===== src/rtl/chime_scheduler.sv =====
`default_nettype none
// ============================================================================
// Module   : chime_scheduler
// Purpose  : Hourly chime / alarm scheduler for a digital clock. An accepted
//            hour pulse flashes LED N times (N = hour on a 12-hour dial),
//            one second high per flash. An alarm match gates the buzzer for
//            ALARM_TICKS seconds and preempts any chime. A chime request
//            that arrives during an alarm is held and run after the alarm.
// Revision : 1.0 - initial release
// ----------------------------------------------------------------------------
// Parameters
//   ALARM_TICKS : Tick_1Hz periods an alarm sounds (even, 2..127)
//   CNT_W       : tick counter width, holds max(ALARM_TICKS, 24)
// Ports
//   CP          : in  1  system clock, rising edge
//   nCR         : in  1  asynchronous active-low reset
//   Tick_1Hz    : in  1  one-cycle pulse once per second
//   Hour_Pulse  : in  1  one-cycle pulse at the top of each hour
//   Hour        : in  5  current hour 0..23, valid with Hour_Pulse
//   Alarm_Match : in  1  one-cycle pulse when alarm time is reached
//   Alarm_Stop  : in  1  one-cycle user pulse silencing the alarm
//   Chime_En    : in  1  level, enables hourly chime
//   Alarm_En    : in  1  level, enables alarm
//   LED         : out 1  chime flash
//   Buzzer      : out 1  alarm tone gate
//   Busy        : out 1  state is not IDLE
//   Mode        : out 2  00 IDLE, 01 CHIME, 10 ALARM
// ============================================================================
module chime_scheduler #(
  parameter int ALARM_TICKS = 60,
  parameter int CNT_W       = 7
) (
  input  logic       CP,
  input  logic       nCR,
  input  logic       Tick_1Hz,
  input  logic       Hour_Pulse,
  input  logic [4:0] Hour,
  input  logic       Alarm_Match,
  input  logic       Alarm_Stop,
  input  logic       Chime_En,
  input  logic       Alarm_En,
  output logic       LED,
  output logic       Buzzer,
  output logic       Busy,
  output logic [1:0] Mode
);

  typedef enum logic [1:0] {
    S_IDLE  = 2'b00,
    S_CHIME = 2'b01,
    S_ALARM = 2'b10
  } state_t;

  localparam logic [CNT_W-1:0] c_alarm_cnt = CNT_W'(ALARM_TICKS);
  localparam logic [CNT_W-1:0] c_cnt_one   = CNT_W'(1);

  state_t           r_state, w_state_nxt;
  logic [CNT_W-1:0] r_cnt, w_cnt_nxt;
  logic             r_pend, w_pend_nxt;
  logic [3:0]       r_pend_n, w_pend_n_nxt;
  logic             r_led, w_led_nxt;
  logic             r_buz, w_buz_nxt;

  logic [3:0]       w_n;
  logic             w_chime_req;
  logic             w_alarm_req;
  logic             w_pend_eff;
  logic [3:0]       w_pend_n_eff;
  logic             w_alarm_exit;

  // Hour to flash count on a 12-hour dial; value is don't-care for hour > 23
  // because such pulses are never accepted.
  always_comb begin
    w_n = 4'd12;
    if (Hour == 5'd0)
      w_n = 4'd12;
    else if (Hour <= 5'd12)
      w_n = Hour[3:0];
    else
      w_n = 4'(Hour - 5'd12);
  end

  assign w_chime_req = Hour_Pulse && Chime_En && (Hour <= 5'd23);
  assign w_alarm_req = Alarm_Match && Alarm_En;

  // A request arriving in the very cycle the alarm ends still counts as held.
  assign w_pend_eff   = r_pend || w_chime_req;
  assign w_pend_n_eff = w_chime_req ? w_n : r_pend_n;

  // Stop (or alarm disable) wins over a same-cycle tick.
  assign w_alarm_exit = Alarm_Stop || !Alarm_En || (Tick_1Hz && (r_cnt == c_cnt_one));

  always_ff @(posedge CP or negedge nCR) begin
    if (!nCR) begin
      r_state  <= S_IDLE;
      r_cnt    <= '0;
      r_pend   <= 1'b0;
      r_pend_n <= 4'd0;
      r_led    <= 1'b0;
      r_buz    <= 1'b0;
    end else begin
      r_state  <= w_state_nxt;
      r_cnt    <= w_cnt_nxt;
      r_pend   <= w_pend_nxt;
      r_pend_n <= w_pend_n_nxt;
      r_led    <= w_led_nxt;
      r_buz    <= w_buz_nxt;
    end
  end

  always_comb begin
    w_state_nxt  = r_state;
    w_cnt_nxt    = r_cnt;
    w_pend_nxt   = r_pend;
    w_pend_n_nxt = r_pend_n;
    w_led_nxt    = r_led;
    w_buz_nxt    = r_buz;

    if (w_alarm_req) begin
      // Alarm preempts everything; an interrupted chime is dropped.
      w_state_nxt = S_ALARM;
      w_cnt_nxt   = c_alarm_cnt;
      w_led_nxt   = 1'b0;
      w_buz_nxt   = 1'b0;
      if (w_chime_req) begin
        w_pend_nxt   = 1'b1;
        w_pend_n_nxt = w_n;
      end
    end else begin
      case (r_state)
        S_IDLE: begin
          if (w_chime_req) begin
            w_state_nxt = S_CHIME;
            w_cnt_nxt   = CNT_W'({w_n, 1'b0});
            w_led_nxt   = 1'b0;
          end
        end

        S_CHIME: begin
          if (!Chime_En) begin
            w_state_nxt = S_IDLE;
            w_cnt_nxt   = '0;
            w_led_nxt   = 1'b0;
          end else if (w_chime_req) begin
            w_cnt_nxt = CNT_W'({w_n, 1'b0});
            w_led_nxt = 1'b0;
          end else if (Tick_1Hz) begin
            if (r_cnt == c_cnt_one) begin
              w_state_nxt = S_IDLE;
              w_cnt_nxt   = '0;
              w_led_nxt   = 1'b0;
            end else begin
              w_cnt_nxt = r_cnt - c_cnt_one;
              w_led_nxt = ~r_led;
            end
          end
        end

        S_ALARM: begin
          if (w_chime_req) begin
            w_pend_nxt   = 1'b1;
            w_pend_n_nxt = w_n;
          end
          if (w_alarm_exit) begin
            w_buz_nxt  = 1'b0;
            w_pend_nxt = 1'b0;
            if (w_pend_eff && Chime_En) begin
              w_state_nxt = S_CHIME;
              w_cnt_nxt   = CNT_W'({w_pend_n_eff, 1'b0});
              w_led_nxt   = 1'b0;
            end else begin
              w_state_nxt = S_IDLE;
              w_cnt_nxt   = '0;
            end
          end else if (Tick_1Hz) begin
            w_cnt_nxt = r_cnt - c_cnt_one;
            w_buz_nxt = ~r_buz;
          end
        end

        default: begin
          w_state_nxt = S_IDLE;
          w_cnt_nxt   = '0;
          w_led_nxt   = 1'b0;
          w_buz_nxt   = 1'b0;
        end
      endcase
    end
  end

  assign LED    = r_led;
  assign Buzzer = r_buz;
  assign Busy   = (r_state != S_IDLE);
  assign Mode   = r_state;

endmodule
`default_nettype wire


===== config.mk =====
export PLATFORM = sky130hd
export DESIGN_NAME = chime_scheduler
export DESIGN_NICKNAME = d
export VERILOG_FILES = /design/src/rtl/chime_scheduler.sv
export SDC_FILE = /design/constraint.sdc
export NUM_CORES = 1
export LEC_CHECK = 0
export ABC_AREA = 1
export CAP_MARGIN = 10
export CORE_MARGIN = 2
export CORE_UTILIZATION = 40
export CTS_BUF_LIST = sky130_fd_sc_hd__clkbuf_8
export DETAILED_ROUTE_END_ITERATION = 8
export SYNTH_ARGS = -nofsm -noshare
export SYNTH_HDL_FRONTEND = slang
export SYNTH_SLANG_ARGS = --single-unit

===== constraint.sdc =====
create_clock -name CP -period 2 [get_ports CP]
set_clock_uncertainty 0.05 [all_clocks]
set_input_delay 0.4 -clock CP [delete_from_list [all_inputs] [get_ports CP]]
set_output_delay 0.4 -clock CP [all_outputs]
set_load 0.05 [all_outputs]

[After elaboration in Yosys (flattened, before gate mapping)]
Cells that the tools add are included.
Operators by class
  add/sub/neg operators: 2
  magnitude comparators: 2
  eq/ne operators: 12
  mux-type cells: 41
  bitwise gates (word level): 2
  reductions and logical operators: 18
Operator list (count)
  $mux W7: 8
  $pmux W7 S3: 1
  $mux W4: 5
  $mux W1: 16
  $ne A4 B4 Y1 const B: 4
  $mux W2: 7
  $ne A3 B3 Y1 const B: 3
  $eq A7 B1 Y1 const B: 1
  $sub A7 B1 Y7 const B: 1
  $pmux W2 S3: 1
  $le A5 B4 Y1 const B: 1
  $le A5 B5 Y1 const B: 1
  $logic_and A1 B1 Y1: 5
  $logic_not A5 Y1: 1
  $mux W5: 1
  $ne A5 B5 Y1 const B: 1
  $reduce_and A5 Y1: 1
  $reduce_and A4 Y1: 1
  $reduce_bool A2 Y1: 2
  $sub A4 B4 Y4 const B: 1
  $logic_or A1 B1 Y1: 3
  $pmux W1 S3: 1
  $reduce_and A3 Y1: 1
  $eq A2 B1 Y1 const B: 1
  other kinds (8): 9
Storage, ports and cells
  flip-flop bits (word level): 16
  bits of input ports: 13
  output and inout bits: 5
  logic and storage cells: 83

[Longest topological paths before layout]
Gate-level depths: netlist of the first run.
  depth after elaboration: 8
  gate-level depth with buffers: 15
  mapped depth without buffers: 15

[Worst setup path before layout of the first run]
No wires, ideal clock.
  kind: register to register
  from: register r_state[0], in the netlist Mode[0]
  to: register r_cnt[2]
  library setup time: 0.123 ns
  arrival time: 1.601 ns
  data required time: 1.827 ns
  setup slack: 0.227 ns
  cell stages (with the launch flop): 8
  buffers on the path: 0
  clock period less this slack: 1.773 ns
  cell sequence: dfrtp_1 > nor2_1 > inv_1 > nand2_1 > nand2_1 > nand2_1 > nor2_1 > a21oi_1
Between the ends
  longest elaborated chain between the ends: 3
  elaborated cells between the ends (all ways): 9
  those cells by class: eq/ne: 5; mux: 2; reduce/logical: 2
Ends and longest elaborated chain
  start, declared: RTL line 57  | state_t r_state, w_state_nxt;
  start signal, assigned: RTL line 102  | r_state <= w_state_nxt;
  $eq A2 B1 Y1 (tied with other cells): RTL line 130  | case (r_state)
  $ne A5 B5 Y1 (no line) (tied with other cells)
  $reduce_and A3 Y1 (no line) / $mux W7 (equally long branches)
  end signal, assigned: RTL line 103  | r_cnt <= w_cnt_nxt;
  end, declared: RTL line 58  | logic [CNT_W-1:0] r_cnt, w_cnt_nxt;
Several ways; a longest one is shown, not always the timed one.
A chain may end at the register's enable or synchronous reset.

[Worst setup path after layout of the first run]
  from: register r_led, in the netlist LED
  to: output LED
RTL lines
  start, declared: RTL line 61  | logic r_led, w_led_nxt;
  start signal, assigned: RTL line 106  | r_led <= w_led_nxt;
  end, declared: RTL line 42  | output logic LED,
No word-level cell between the ends.

==> summary.txt, run 1 <==
CELLS AND AREA
------------------------------------------------------------------------------------
Fill cells ............................................................          334
Final net count .......................................................          266
Share of post-route cells with drive strength above 1 .................       0.2146
Final standard cell count with taps included and fillers excluded .....          293
Post-route design area ................................................ 0.001821 mm^2
Relative area change from synthesis to final layout ...................       33.85%
Antenna fix cells .....................................................            0

CRITICAL PATH
------------------------------------------------------------------------------------
Kind of cell adding the most delay to the critical path ............... buffers and inverters
Slowest cell on the critical path ..................................... sky130_fd_sc_hd__clkdlybuf4s50_1
Worst Path Max Fanout .................................................            3
Largest stage delay, worst path .......................................       810 ps
Critical path data required time ......................................      1550 ps
Arrival time at the worst endpoint ....................................      1450 ps
Sort of element at the start of the critical path .....................    flip-flop
Instance count on the critical path ...................................            1
Endpoint class of the critical path ...................................   output pin
Number of buffers and inverters on the critical path ..................            1
Worst setup path category .............................................      reg2out
Crit path cell chain .................................................. clkdlybuf4s50_1
Worst reg2reg path depth ..............................................           11

PWR
------------------------------------------------------------------------------------
Worst IR Drop VDD .....................................................    0.3810 mV
Power density normalized to cell area ................................. 985.5 mW/mm^2
Reported leakage power ................................................ 0.0009779 uW

CLOCKING
------------------------------------------------------------------------------------
CTS Buf Count .........................................................            3
Root buffer cell ...................................................... sky130_fd_sc_hd__clkbuf_8
# H-tree levels .......................................................            1
Clock tree from TritonCTS .............................................          yes
Clock-pin slew on the worst setup and hold paths ......................        70 ps
Number of sinks driven by the clock tree ..............................           16
Max clock buf depth ...................................................            2
Clock latency on the worst-skew pair ..................................       260 ps
Hold_buf cts ..........................................................            0

GRT
------------------------------------------------------------------------------------
First-pass GRT wire length ............................................      5934 um
Global-route usage over all layers ....................................       0.1893
Maximum number of pins on one net before global-route repair ..........           17
Number of antenna violations at the first check in global routing .....            0
Via count of the first global-routing pass ............................         1307
Global-route congestion overflow total ................................            0

DETAILED ROUTING
------------------------------------------------------------------------------------
Number of DRC violations after detailed routing .......................            0
DRT Wirelength ........................................................      3417 um
Detailed-router iteration count before antenna repair .................            4
Vias per inst .........................................................        4.826
Number of nets still failing antenna checks after routing .............            0
DR vias ...............................................................         1414
WL/cell ...............................................................     11.66 um
Number of DRC markers in iteration 0 ..................................           92

FLOORPLAN
------------------------------------------------------------------------------------
Die height ............................................................     62.31 um
Die Footprint ......................................................... 0.003883 mm^2
Standard-cell row count ...............................................           21
Effective utilization at floorplan ....................................       0.4108
Core area ............................................................. 0.003311 mm^2
Horizontal die dimension ..............................................     62.31 um
Count of boundary I/O pins ............................................           18

LOGIC SYNTHESIS
------------------------------------------------------------------------------------
Post-synthesis sequential element count ...............................           16
Synth Cell Area ....................................................... 0.001360 mm^2
Register area share after synthesis ...................................       0.2944
Syn_area_per_cell .....................................................   6.667 um^2
Synthesized instance count ............................................          204
Synth Net Count .......................................................          222
Synth warnings ........................................................            0
Synth unique cells ....................................................           27

PLACEMENT
------------------------------------------------------------------------------------
Placed inst area ...................................................... 0.001728 mm^2
Weighted congestion at the end of routability-driven global placement .       0.8876
Placed Cells incl. Taps ...............................................          285
HPWL after detailed placement .........................................      2703 um
Buffers on Ports ......................................................           17

STA
------------------------------------------------------------------------------------
Worst Hold Margin .....................................................     418.1 ps
Hold Violations, Final ................................................            0
Tmin final ............................................................      1901 ps
Final sum of negative setup slack .....................................         0 ps
Max Freq ..............................................................    526.2 MHz
Total setup violations reported at the end of the flow ................            0
Number of pins with negative max-slew slack in the final report .......            0
Transition at the pin with the smallest max-transition slack ..........     489.9 ps
Final critical-path share of the clock period .........................       0.9503
Worst slew slack as a fraction of its limit ...........................       0.6724

STATUS
------------------------------------------------------------------------------------
Outcome ...............................................................    completed

MIN PATH
------------------------------------------------------------------------------------
Path type of the worst min-delay path .................................     in2async

RUN
------------------------------------------------------------------------------------
Max-cap check violation count .........................................            0

final cells by class:
| cell class | instances | area (um^2) | area share |
|---|---|---|---|
| multi-input combinational | 156 | 834.6 | 0.4584 |
| sequential | 16 | 400.4 | 0.2199 |
| timing repair buffer | 39 | 347.8 | 0.1911 |
| inverter | 32 | 125.1 | 0.06873 |
| tap | 46 | 57.56 | 0.03162 |
| clock buffer | 4 | 55.05 | 0.03024 |
where the power goes:
part	switching [uW]	total, uW	internal, uW
Clock	128	303	175
Sequential	105	544	439
Combinational	573	947	375
Total	806	1790	989
repair_timing:
action	CTS	global route
gates resized for setup	0	4
buffers inserted	0	4
endpoints found under the setup margin	0	11
endpoints found under the hold margin	0	0
kinds of logic (layout without fill, tap and decap cells):
kind of cell,count (synthesis),in the layout,share of synthesized area
AOI/OAI and AO/OA,26,26,0.1187
xor gates and xnor gates,3,3,0.01932
adders and majority gates,5,5,0.04600
buffers and inverters,32,75,0.09200
DFF,16,16,0.2944
and+or+nand+nor,122,122,0.4296
routing by layer:
| layer | part of all wire | wire length (um) | GRT usage |
|---|---|---|---|
| met5 | 0 | 0 | 0 |
| met4 | 0.011 | 38 | 0.05000 |
| met3 | 0.039 | 134 | 0.02717 |
| met2 | 0.47 | 1589 | 0.3111 |
| met1 | 0.48 | 1654 | 0.2617 |
worst paths after layout:
check / start / end / slack (ps)
min in group CP: Buzzer / Buzzer / 440
hold / removal: nCR / r_pend / 420
max in group asynchronous: nCR / r_cnt[3] / 1290
setup reg to reg: r_cnt[1] / r_cnt[3] / 210
hold reg to reg: Buzzer / Buzzer / 440
setup / recovery: LED / LED / 100
registers in the layout, indices dropped and copies added (netlist names):
signal and flops:
Buzzer 1, r_pend 1, r_pend_n 4, Mode 2
LED 1, r_cnt 7
cell usage in the layout, fill, tap and decap left out:
master,n
sky130_fd_sc_hd__inv_2,5
sky130_fd_sc_hd__o21bai_1,1
sky130_fd_sc_hd__nand3_2,1
sky130_fd_sc_hd__buf_4,24
sky130_fd_sc_hd__nor3_2,1
sky130_fd_sc_hd__nand2_4,4
sky130_fd_sc_hd__o21ai_0,9
sky130_fd_sc_hd__nand3b_1,1
sky130_fd_sc_hd__xor2_1,3
sky130_fd_sc_hd__a21oi_1,6
sky130_fd_sc_hd__a21o_1,1
sky130_fd_sc_hd__inv_1,26
sky130_fd_sc_hd__ha_1,5
sky130_fd_sc_hd__nor2_4,3
sky130_fd_sc_hd__nor2_2,2
sky130_fd_sc_hd__dlymetal6s2s_1,3
sky130_fd_sc_hd__a21oi_4,1
sky130_fd_sc_hd__a221oi_1,1
sky130_fd_sc_hd__and2_4,1
sky130_fd_sc_hd__nand3_1,16
sky130_fd_sc_hd__o21ai_1,6
sky130_fd_sc_hd__o21ai_4,1
sky130_fd_sc_hd__clkbuf_8,4
sky130_fd_sc_hd__dfrtp_1,16
sky130_fd_sc_hd__nor3_1,2
sky130_fd_sc_hd__clkdlybuf4s50_1,11
sky130_fd_sc_hd__clkinv_4,1
sky130_fd_sc_hd__nand4_1,6
sky130_fd_sc_hd__nor2_1,23
sky130_fd_sc_hd__buf_12,1
sky130_fd_sc_hd__nand2_1,58
sky130_fd_sc_hd__nand2_2,4
cell usage after synthesis:
library cell / count / area share
sky130_fd_sc_hd__nand2_1: 58 / 0.16
sky130_fd_sc_hd__o21ai_1: 6 / 0.022
sky130_fd_sc_hd__nor2_1: 23 / 0.063
sky130_fd_sc_hd__o21bai_1: 1 / 0.0055
sky130_fd_sc_hd__dfrtp_1: 16 / 0.29
sky130_fd_sc_hd__nand4_1: 6 / 0.028
sky130_fd_sc_hd__inv_1: 27 / 0.075
sky130_fd_sc_hd__nor2_4: 3 / 0.025
sky130_fd_sc_hd__ha_1: 5 / 0.046
sky130_fd_sc_hd__a221oi_1: 1 / 0.0064
sky130_fd_sc_hd__and2_4: 1 / 0.0064
sky130_fd_sc_hd__a21oi_1: 6 / 0.022
sky130_fd_sc_hd__nor3_2: 1 / 0.0074
sky130_fd_sc_hd__nand3b_1: 1 / 0.0055
sky130_fd_sc_hd__xor2_1: 3 / 0.019
sky130_fd_sc_hd__nand2_2: 4 / 0.018
sky130_fd_sc_hd__nor2_2: 2 / 0.0092
sky130_fd_sc_hd__o21ai_0: 9 / 0.033
sky130_fd_sc_hd__nor3_1: 2 / 0.0074
sky130_fd_sc_hd__inv_2: 4 / 0.011
sky130_fd_sc_hd__a21oi_4: 1 / 0.012
sky130_fd_sc_hd__a21o_1: 1 / 0.0055
sky130_fd_sc_hd__nand3_1: 16 / 0.059
sky130_fd_sc_hd__clkinv_4: 1 / 0.0064
sky130_fd_sc_hd__nand2_4: 4 / 0.033
sky130_fd_sc_hd__nand3_2: 1 / 0.0074
sky130_fd_sc_hd__o21ai_4: 1 / 0.012
stage by stage:
| step | power (uW) | util | worst slack (ps) |
|---|---|---|---|
| detailed placement | 1478 | 0.5219 | -231.7 |
| floorplan | 1178 | - | 226.7 |
| global route | 1960 | 0.5499 | -8.742 |
| global placement | 1484 | 0.5219 | -230.7 |
| finish | 1794 | 0.5499 | 99.47 |
| CTS | 1785 | 0.5385 | 23.31 |
Note: power is estimated with default switching activity, not from simulation.
==> run 2, diff against run 1 <==
--- a/config.mk
+++ b/config.mk
@@ -10,6 +10,7 @@
 export CORE_MARGIN = 2
 export CORE_UTILIZATION = 40
 export CTS_BUF_LIST = sky130_fd_sc_hd__clkbuf_8
+export CTS_CLUSTER_SIZE = 14
 export DETAILED_ROUTE_END_ITERATION = 8
 export SYNTH_ARGS = -nofsm -noshare
 export SYNTH_HDL_FRONTEND = slang
==> results of run 2 <==
Final layout, timing and power as in run 1 (identical DEF).
